## config.mk

```make
export PLATFORM = sky130hd
export DESIGN_NAME = uart_tx_fifo
export DESIGN_NICKNAME = d
export VERILOG_FILES = /design/src/rtl/uart_tx_fifo.sv
export SDC_FILE = /design/constraint.sdc
export NUM_CORES = 1
export LEC_CHECK = 0
export ABC_AREA = 1
export CORE_MARGIN = 2
export CORE_UTILIZATION = 45
export CTS_BUF_LIST = sky130_fd_sc_hd__clkbuf_8
export CTS_CLUSTER_SIZE = 12
export DETAILED_ROUTE_END_ITERATION = 12
export PLACE_DENSITY = 0.66
export SLEW_MARGIN = 20
export SYNTH_ARGS = -nofsm -noshare
export SYNTH_HDL_FRONTEND = slang
export SYNTH_SLANG_ARGS = --single-unit
```

## constraint.sdc

```tcl
create_clock -name clk -period 2.32 [get_ports clk]
set_input_delay 0.348 -clock clk [delete_from_list [all_inputs] [get_ports clk]]
set_output_delay 0.348 -clock clk [all_outputs]
set_load 0.05 [all_outputs]
```

## src/rtl/uart_tx_fifo.sv

```systemverilog
// UART 8N1 transmitter fed by a small byte FIFO; the CPU pushes bytes and the
// shifter drains them one frame at a time, LSB first.
module uart_tx_fifo #(
  parameter int CLKS_PER_BIT = 868,
  parameter int FIFO_DEPTH   = 16,
  parameter int FIFO_AW      = 4
) (
  input  logic               clk,
  input  logic               rst,
  input  logic               wen,
  input  logic [7:0]         data,
  output logic               tx,
  output logic               busy,
  output logic               full,
  output logic [FIFO_AW:0]   count,
  output logic               overflow
);

  typedef enum logic [1:0] {IDLE, START, DATA, STOP} state_t;

  localparam logic [15:0]        BAUD_LAST = 16'(CLKS_PER_BIT - 1);
  localparam logic [FIFO_AW:0]   DEPTH_CNT = (FIFO_AW + 1)'(FIFO_DEPTH);
  localparam logic [FIFO_AW:0]   CNT_ONE   = (FIFO_AW + 1)'(1);
  localparam logic [FIFO_AW-1:0] PTR_ONE   = FIFO_AW'(1);

  state_t             state_q, state_d;
  logic [15:0]        baud_q, baud_d;
  logic [2:0]         bit_q, bit_d;
  logic [7:0]         shift_q, shift_d;
  logic               tx_q, tx_d;
  logic [FIFO_AW-1:0] wr_ptr_q, wr_ptr_d, rd_ptr_q, rd_ptr_d;
  logic [FIFO_AW:0]   count_q, count_d;
  logic               overflow_q, overflow_d;
  logic [7:0]         mem_q [FIFO_DEPTH];
  logic               push, pop, baud_done;

  // full is taken from the registered count, so a same-edge pop cannot rescue a push
  assign full      = (count_q == DEPTH_CNT);
  assign push      = wen & ~full;
  assign pop       = (state_q == IDLE) && (count_q != '0);
  assign baud_done = (baud_q == BAUD_LAST);

  always_comb begin
    wr_ptr_d   = wr_ptr_q;
    rd_ptr_d   = rd_ptr_q;
    count_d    = count_q;
    overflow_d = overflow_q | (wen & full);
    if (push) wr_ptr_d = wr_ptr_q + PTR_ONE;
    if (pop)  rd_ptr_d = rd_ptr_q + PTR_ONE;
    case ({push, pop})
      2'b10:   count_d = count_q + CNT_ONE;
      2'b01:   count_d = count_q - CNT_ONE;
      default: count_d = count_q;
    endcase
  end

  always_comb begin
    state_d = state_q;
    baud_d  = baud_q;
    bit_d   = bit_q;
    shift_d = shift_q;
    tx_d    = tx_q;
    case (state_q)
      IDLE: begin
        tx_d   = 1'b1;
        baud_d = '0;
        if (pop) begin
          shift_d = mem_q[rd_ptr_q];
          state_d = START;
          tx_d    = 1'b0;
        end
      end
      START: begin
        if (baud_done) begin
          baud_d  = '0;
          bit_d   = '0;
          state_d = DATA;
          tx_d    = shift_q[0];
        end else begin
          baud_d = baud_q + 16'd1;
        end
      end
      DATA: begin
        if (baud_done) begin
          baud_d = '0;
          if (bit_q == 3'd7) begin
            state_d = STOP;
            tx_d    = 1'b1;
          end else begin
            bit_d   = bit_q + 3'd1;
            shift_d = {1'b0, shift_q[7:1]};
            tx_d    = shift_q[1];
          end
        end else begin
          baud_d = baud_q + 16'd1;
        end
      end
      STOP: begin
        tx_d = 1'b1;
        if (baud_done) begin
          baud_d  = '0;
          state_d = IDLE;
        end else begin
          baud_d = baud_q + 16'd1;
        end
      end
      default: begin
        state_d = IDLE;
        tx_d    = 1'b1;
        baud_d  = '0;
      end
    endcase
  end

  always_ff @(posedge clk) begin
    if (rst) begin
      state_q    <= IDLE;
      baud_q     <= '0;
      bit_q      <= '0;
      shift_q    <= '0;
      tx_q       <= 1'b1;
      wr_ptr_q   <= '0;
      rd_ptr_q   <= '0;
      count_q    <= '0;
      overflow_q <= 1'b0;
    end else begin
      state_q    <= state_d;
      baud_q     <= baud_d;
      bit_q      <= bit_d;
      shift_q    <= shift_d;
      tx_q       <= tx_d;
      wr_ptr_q   <= wr_ptr_d;
      rd_ptr_q   <= rd_ptr_d;
      count_q    <= count_d;
      overflow_q <= overflow_d;
    end
  end

  // Storage needs no reset; occupancy is tracked entirely by the pointers and count.
  always_ff @(posedge clk) begin
    if (!rst && push) mem_q[wr_ptr_q] <= data;
  end

  assign tx       = tx_q;
  assign busy     = (state_q != IDLE) | (count_q != '0);
  assign count    = count_q;
  assign overflow = overflow_q;

endmodule

```

==> results of run 1 <==
-- stage by stage --
step | hold slack (ps) | power [mW]
2_1_floorplan | 430 | 5.83
3_3_place_gp | 447 | 6.58
3_5_place_dp | 453 | 6.62
4_1_cts | 468 | 8.66
5_1_grt | 482 | 9.12
6_report | 463 | 8.61
-- worst max-delay path: stages, from the launching register on --
cell	delay [ps]
dfxtp_2	360
nor2_1	150
nand4_1	140
nand2_2	130
clkinv_1	90
ha_1	240
xor2_1	170
ha_1	190
a21o_1	170
nand3_1	80
nand2_1	60
xor2_1	140
nand2_1	60
a21oi_1	50
-- worst max path at each step --
stage	startpoint	end	slack, ps	cells after the start
2_1_floorplan	count[1]$_SDFFE_PP0P_	count[4]$_SDFFE_PP0P_	9	12
3_3_place_gp	wen	count[4]$_SDFFE_PP0P_	120	11
3_5_place_dp	wen	count[4]$_SDFFE_PP0P_	90	11
4_1_cts	state_q[0]$_SDFFE_PP0P_	count[4]$_SDFFE_PP0P_	140	13
5_1_grt	count[2]$_SDFFE_PP0P_	count[4]$_SDFFE_PP0P_	4	13
6_report	count[2]$_SDFFE_PP0P_	count[4]$_SDFFE_PP0P_	170	13
-- sequential cells by signal (all words and copies together), names as in the netlist, named ones only --
| signal | flops |
|---|---|
| bit_q | 3 |
| state_q | 2 |
| rd_ptr_q | 4 |
| baud_q | 16 |
| count | 5 |
| overflow | 1 |
| tx | 1 |
| mem_q | 128 |
| shift_q | 8 |
| wr_ptr_q | 4 |
-- area by class of cell --
cell class,count,area (sq um)
clock buffers,17,234
multi-input cells,526,2530
clock inverters,14,143
fillers,1555,8400
flip-flops and latches,176,4810
well taps,225,282
inverters,104,395
repair buffers,53,442
diodes,1,2.50
-- cells in the final DEF (no fill, tap or decap), types with 2 or more instances in the layout --
cell type	Yosys	final
a21oi_1	32	32
a21oi_2	2	2
buf_4	2	35
bufinv_16	0	2
clkbuf_8	1	17
clkdlybuf4s50_1	0	17
clkinv_1	2	4
clkinv_4	0	3
clkinvlp_4	0	3
dfxtp_1	48	43
dfxtp_2	0	5
edfxtp_1	128	128
ha_1	16	16
inv_1	97	98
inv_2	3	3
inv_4	2	2
inv_6	0	2
nand2_1	237	237
nand2_2	6	6
nand3_1	97	97
nand4_1	8	8
nor2_1	64	64
nor2_2	4	4
nor2_4	2	2
nor3_1	8	8
o211a_1	3	3
o211ai_1	4	4
o21a_1	2	2
o21ai_0	20	20
o21bai_1	2	2
or2_2	3	3
xor2_1	6	6
-- what timing repair did --
item | 4_1_cts | 5_1_grt
setup endpoints to repair | 1 | 1
buffers inserted | 0 | 1
hold buffers | 0 | 0
pin swaps | 0 | 1
resized for setup | 1 | 1
-- power breakdown --
part	leakage [nW]	total, mW	internal [mW]	switching, mW
registers	1.55	3.72	3.57	0.145
clock network	0.185	2.05	0.946	1.11
logic	1.91	2.84	0.934	1.91
total	3.64	8.61	5.45	3.16
-- routing by layer --
metal  global-route usage  share of wire  vias to the layer above
met5                    0              0                        -
met4               0.0810          0.025                        0
met3               0.0348          0.047                       32
met2                0.306           0.47                      146
met1                0.263           0.46                     2621
li1                     -              -                     2821
-- logic make-up after synthesis --
logic type                 Yosys count  synth area share
AOI/OAI and AO/OA                   67            0.0483
and+or+nand+nor                    436             0.239
xor gates and xnor gates             7           0.00776
adders and majority gates           16            0.0253
DFF                                176             0.608
buffers and inverters              135            0.0719
==> reports/results.tsv, run 1 <==
stage	metric	value	unit
status	status	complete, no violations	
global_route	grt_pass1_wl	27.0	mm
synthesis	postSynthAreaPerCell	9.44	sq um
synthesis	synth_edf_count	128	
sta	drv_slew	0	
clock_tree	clk_pin_slew	90	ps
synthesis	synth.top_cell.area_share	0.487	
layout	layout.cells.non_filler	1116	
synthesis	ys_warn_count	0	
route	vias	5620	
sta	setup_slack	168	ps
placed_design	place_inst	1083	
sta	period_share	0.927	
route	ant_nets	0	
worst_hold_path	min_to	baud_q[14]$_SDFF_PP0_	
die	initial_core_util	0.458	
sta	final-setup-viol-count	0	
clock_tree	clkLatencyLatePin	470	ps
layout	areaGrowthSynthToFinish	11.8	%
global_route	grt_pass1_vias	5258	
die	ios	20	
route	drtPass1Iterations	5	
placed_design	dpl_cell_area	8450	sq um
worst_setup_path	path_class	register to register	
placed_design	gp_congestion	0.895	
layout	postLayoutCellArea	8840	sq um
global_route	grt_start_max_net_pins	37	
die	fp.dieH	137	um
clock_tree	cts_sinks	176	
clock_tree	clock_path_buffers	2	
power	vdd_drop_max	671	uV
power	p_leak	3.64	nW
die	core-area	17200	sq um
synthesis	synth_common_cells	nand2_1 (237), edfxtp_1 (128), inv_1 (97), nand3_1 (97), nor2_1 (64)	
route	drt-initial-drc-count	460	
layout	drive_gt1_frac	0.107	
clock_tree	cts_tree	done	
placed_design	post-place-ws	85.6	ps
layout	final_util	0.513	
synthesis	synth_seq_cells	176	
route	routed_via_density	5.04	
clock_tree	clockRootBuffer	clkbuf_8	
flow_run	max_cap_viol_count	0	
worst_setup_path	cp_data_arrival_time	2500	ps
worst_setup_path	endpoint_kind	register	
die	die_x	137	um
route	wire_per_inst	15.0	um
die	die_area	18600	sq um
worst_setup_path	r2r-start	count[2]$_SDFFE_PP0P_	
synthesis	yosysMostFrequentCell	nand2_1	
worst_setup_path	reg2reg_to	count[4]$_SDFFE_PP0P_	
sta	min_period	2150	ps
sta	tightestPinTransition	742	ps
sta	rsz0062_at_grt	no	
synthesis	ys_seq_area_frac	0.608	
placed_design	io_buffers	19	
synthesis	ys_async_sr_fraction	0	
clock_tree	ctsHtreeMaxLevel	4	
worst_hold_path	hold_depth	2	
synthesis	ys_dominant_reg_cell	edfxtp_1	
worst_setup_path	r2r.worst_path.cells	13	
worst_hold_path	min-delay-start	baud_q[14]$_SDFF_PP0_	
worst_setup_path	cp_max_fo	5	
sta	fmax	0.465	GHz
route	drc	0	
synthesis	synth_cells	837	
synthesis	synth.distinct_cells	41	
worst_setup_path	cp-start-kind	register	
sta	relSlewSlack	0.504	
global_route	antenna_found_initial	0	
route	totalWireLength	16.8	mm
sta	hold_viol	0	
worst_setup_path	reg2reg_slack	170	ps
worst_hold_path	hold_path.class	register to register	
worst_setup_path	required	2660	ps
synthesis	synth.cell_area	7900	sq um
synthesis	synth_nets	864	
synthesis	synth_top_area_cell	edfxtp_1	
die	rows	48	
global_route	gr-usage-all-layers	0.193	
sta	finalSetupTns	0	ps
global_route	grt-ovfl-total	0	
synthesis	synth.area.top_cells	edfxtp_1 (49%), dfxtp_1 (12%), nand2_1 (11%), nand3_1 (6.1%), inv_1 (4.6%)	
sta	clock_skew	11.6	ps
placed_design	dpl.hpwl	11.0	mm
power	powerDensity	975	nW/um^2
layout	nets	905	
clock_tree	cts_buffers	17	
(Power assumes the default switching activity.)
==> inputs of run 2 (changes only) <==
--- a/config.mk
+++ b/config.mk
@@ -11,7 +11,9 @@
 export CTS_BUF_LIST = sky130_fd_sc_hd__clkbuf_8
 export CTS_CLUSTER_SIZE = 12
 export DETAILED_ROUTE_END_ITERATION = 12
+export MAX_ROUTING_LAYER = met4
 export PLACE_DENSITY = 0.66
+export REMOVE_ABC_BUFFERS = 1
 export SLEW_MARGIN = 20
 export SYNTH_ARGS = -nofsm -noshare
 export SYNTH_HDL_FRONTEND = slang
==> constraint.sdc (replaced) <==
create_clock -name clk -period 1.9 [get_ports clk]
set_input_delay 0.285 -clock clk [delete_from_list [all_inputs] [get_ports clk]]
set_output_delay 0.285 -clock clk [all_outputs]
set_load 0.05 [all_outputs]
==> run 2 against run 1 <==
Net effect: the flow now finishes with violations (setup timing); sequential share of layout area decreased by 1.7 points; global-route usage increased by 0.28 points; sequential power increased by 21%; via count increased by 0.11%; first-iteration DRC count decreased by 7.2%; cell area increased by 3.2%; sequential cell count unchanged; setup slack got worse by 260 ps; largest power group unchanged.
==> reports/results.tsv, run 2 (same netlist as run 1, synthesis figures left out) <==
stage	metric	value	unit	change
status	status	complete, but fails checks		
status	violations	setup timing		
die	initial_core_util	0.458		unchanged
clock_tree	clk_pin_slew	90	ps	about the same
sta	setup_slack	-88.2	ps	-256 ps
clock_tree	clockRootBuffer	clkbuf_8		
sta	final-setup-viol-count	2		+2
global_route	grt-ovfl-total	0		unchanged
layout	areaGrowthSynthToFinish	15.5	%	
route	totalWireLength	16.3	mm	-3.0%
power	total_power	10.9	mW	+27%
power	powerDensity	1200	nW/um^2	+23%
route	wire_per_inst	14.2	um	-5.3%
global_route	antenna_found_initial	0		unchanged
sta	relSlewSlack	0.615		+0.111
route	routed_via_density	4.92		-2.3%
placed_design	gp_congestion	0.792		-11%
sta	hold_viol	0		unchanged
route	vias	5626		+0.11%
global_route	gr-usage-all-layers	0.196		+0.00277
layout	final_util	0.529		+0.0166
worst_setup_path	cp_max_fo	3		-2
worst_setup_path	reg2reg_to	count[2]$_SDFFE_PP0P_		
route	drtPass1Iterations	5		unchanged
sta	fmax	0.503	GHz	+8.2%
die	die_x	137	um	unchanged
layout	largest_reg_flops	128		unchanged
clock_tree	ctsHtreeMaxLevel	4		unchanged
sta	tightestPinTransition	575	ps	-167 ps
global_route	grt_pass1_wl	27.0	mm	-0.26%
route	ant_nets	0		unchanged
sta	rsz0062_at_grt	yes		
die	die_area	18600	sq um	unchanged
layout	fill_cells	1544		-0.71%
worst_setup_path	cp-start-kind	register		
route	wl_met3	568	um	-28%
placed_design	io_buffers	19		unchanged
worst_hold_path	min-delay-start	baud_q[14]$_SDFF_PP0_		
layout	multiInputGateArea	2580	sq um	+2.0%
layout	drive_gt1_frac	0.151		+0.0447
worst_setup_path	reg2reg_slack	-90	ps	-260 ps
sta	clock_skew	6.25	ps	-5.39 ps
layout	final-seq-area	4810	sq um	unchanged
layout	largest_register	mem_q		
worst_setup_path	cp_data_arrival_time	2340	ps	-160 ps
die	core-area	17200	sq um	unchanged
worst_setup_path	r2r.worst_path.cells	12		-1
layout	nets	932		+3.0%
layout	antennaDiodeCount	0		-1
layout	layout_commonest_cell	nand2_1		
route	top_layer	met4		
die	fp.dieH	137	um	unchanged
route	met1_length	7.49	mm	-2.5%
route	met2_length	7.72	mm	-2.3%
route	drc	0		unchanged
worst_hold_path	hold_path.class	register to register		
die	ios	20		unchanged
clock_tree	clkLatencyLatePin	450	ps	-20 ps
sta	drv_slew	0		unchanged
clock_tree	cts_buffers	17		unchanged
worst_setup_path	r2r-start	state_q[0]$_SDFFE_PP0P_		
clock_tree	clock_path_buffers	2		unchanged
worst_hold_path	hold_depth	2		unchanged
sta	min_period	1990	ps	-164 ps
worst_setup_path	path_class	register to register		
placed_design	post-place-ws	-277	ps	-362 ps
worst_hold_path	min_to	baud_q[14]$_SDFF_PP0_		
layout	reg_top3	mem_q: 128 flops, baud_q: 16 flops, shift_q: 8 flops		
placed_design	dpl.hpwl	10.9	mm	-0.52%
clock_tree	hold_buffers	0		unchanged
die	rows	48		unchanged
global_route	grt_start_max_net_pins	43		+16%
worst_setup_path	endpoint_kind	register		
route	drt-initial-drc-count	427		-7.2%
flow_run	max_cap_viol_count	0		unchanged
power	p_leak	3.82	nW	+4.9%
layout	mostFrequentLayoutCells	nand2_1 (235), edfxtp_1 (128), inv_1 (98), nand3_1 (96)		
clock_tree	cts_tree	done		
global_route	grt_pass1_vias	5323		+1.2%
worst_setup_path	required	2250	ps	-410 ps
sta	period_share	1.05		+0.119
power	vdd_drop_max	1170	uV	+74%
clock_tree	cts_sinks	176		unchanged
[run 2: changes by cell type in the layout (fill, tap and decap cells not counted), moves of 3 or more]
cell             previous run  this run
buf_4                      35        62
clkdlybuf4s50_1            17        10
buf_12                      0         4
clkinv_1                    4         1
dlygate4sd2_1               1         4
[run 2: where the power goes]
group,total (mW),internal (mW),switching [mW]
clock,2.42,1.05,1.37
combinational,3.98,1.49,2.50
sequential,4.50,4.36,0.143
[run 2: cell type report]
type,count,area share
sequential,176,0.527
multi-input combinational,526,0.283
timing repair buffer,80,0.0746
inverter,104,0.0436
tap,225,0.0309
clock buffer,17,0.0256
clock inverter,15,0.0152
[run 2: what timing repair did]
item | CTS | global route
buffers inserted | 2 | 3
endpoints found under the setup margin | 8 | 136
gates resized for setup | 11 | 12
pin swaps | 4 | 8
[run 2: per-stage QoR]
step	cells	setup TNS (ps)	area [sq um]	hold slack, ps
CTS	1140	-161	9060	472
detailed placement	1106	-5180	8660	456
global placement	1106	-1090	8660	448
global route	1143	-469	9120	493
floorplan	806	-37730	7730	347
finish	1143	-145	9120	465
[run 2: worst max-delay path by stage]
stage                                        from                      end  depth (start not counted)
after floorplan                          register  shift_q[7]$_SDFFE_PP0P_                          9
after global placement                        wen    count[4]$_SDFFE_PP0P_                         11
after detailed placement                      wen    count[4]$_SDFFE_PP0P_                         11
after CTS                   count[3]$_SDFFE_PP0P_    count[4]$_SDFFE_PP0P_                         13
after global routing        count[2]$_SDFFE_PP0P_    count[4]$_SDFFE_PP0P_                         13
final                     state_q[0]$_SDFFE_PP0P_    count[2]$_SDFFE_PP0P_                         12
[run 2: worst max-delay path, stage by stage (launching register included)]
cell and delay (ps):
dfxtp_2 340, inv_1 50, ha_1 210, nand2_2 110, inv_4 40, ha_4 170
xor2_2 150, ha_1 180, a21o_1 170, buf_4 140, xor2_1 160, o21ai_1 120
inv_1 50
[run 2: layer usage]
metal | up-vias | GRT usage
li1 | 2876 | -
met1 | 2612 | 0.252
met2 | 107 | 0.308
met3 | 31 | 0.0311
met4 | 0 | 0.0891
met5 | - | -
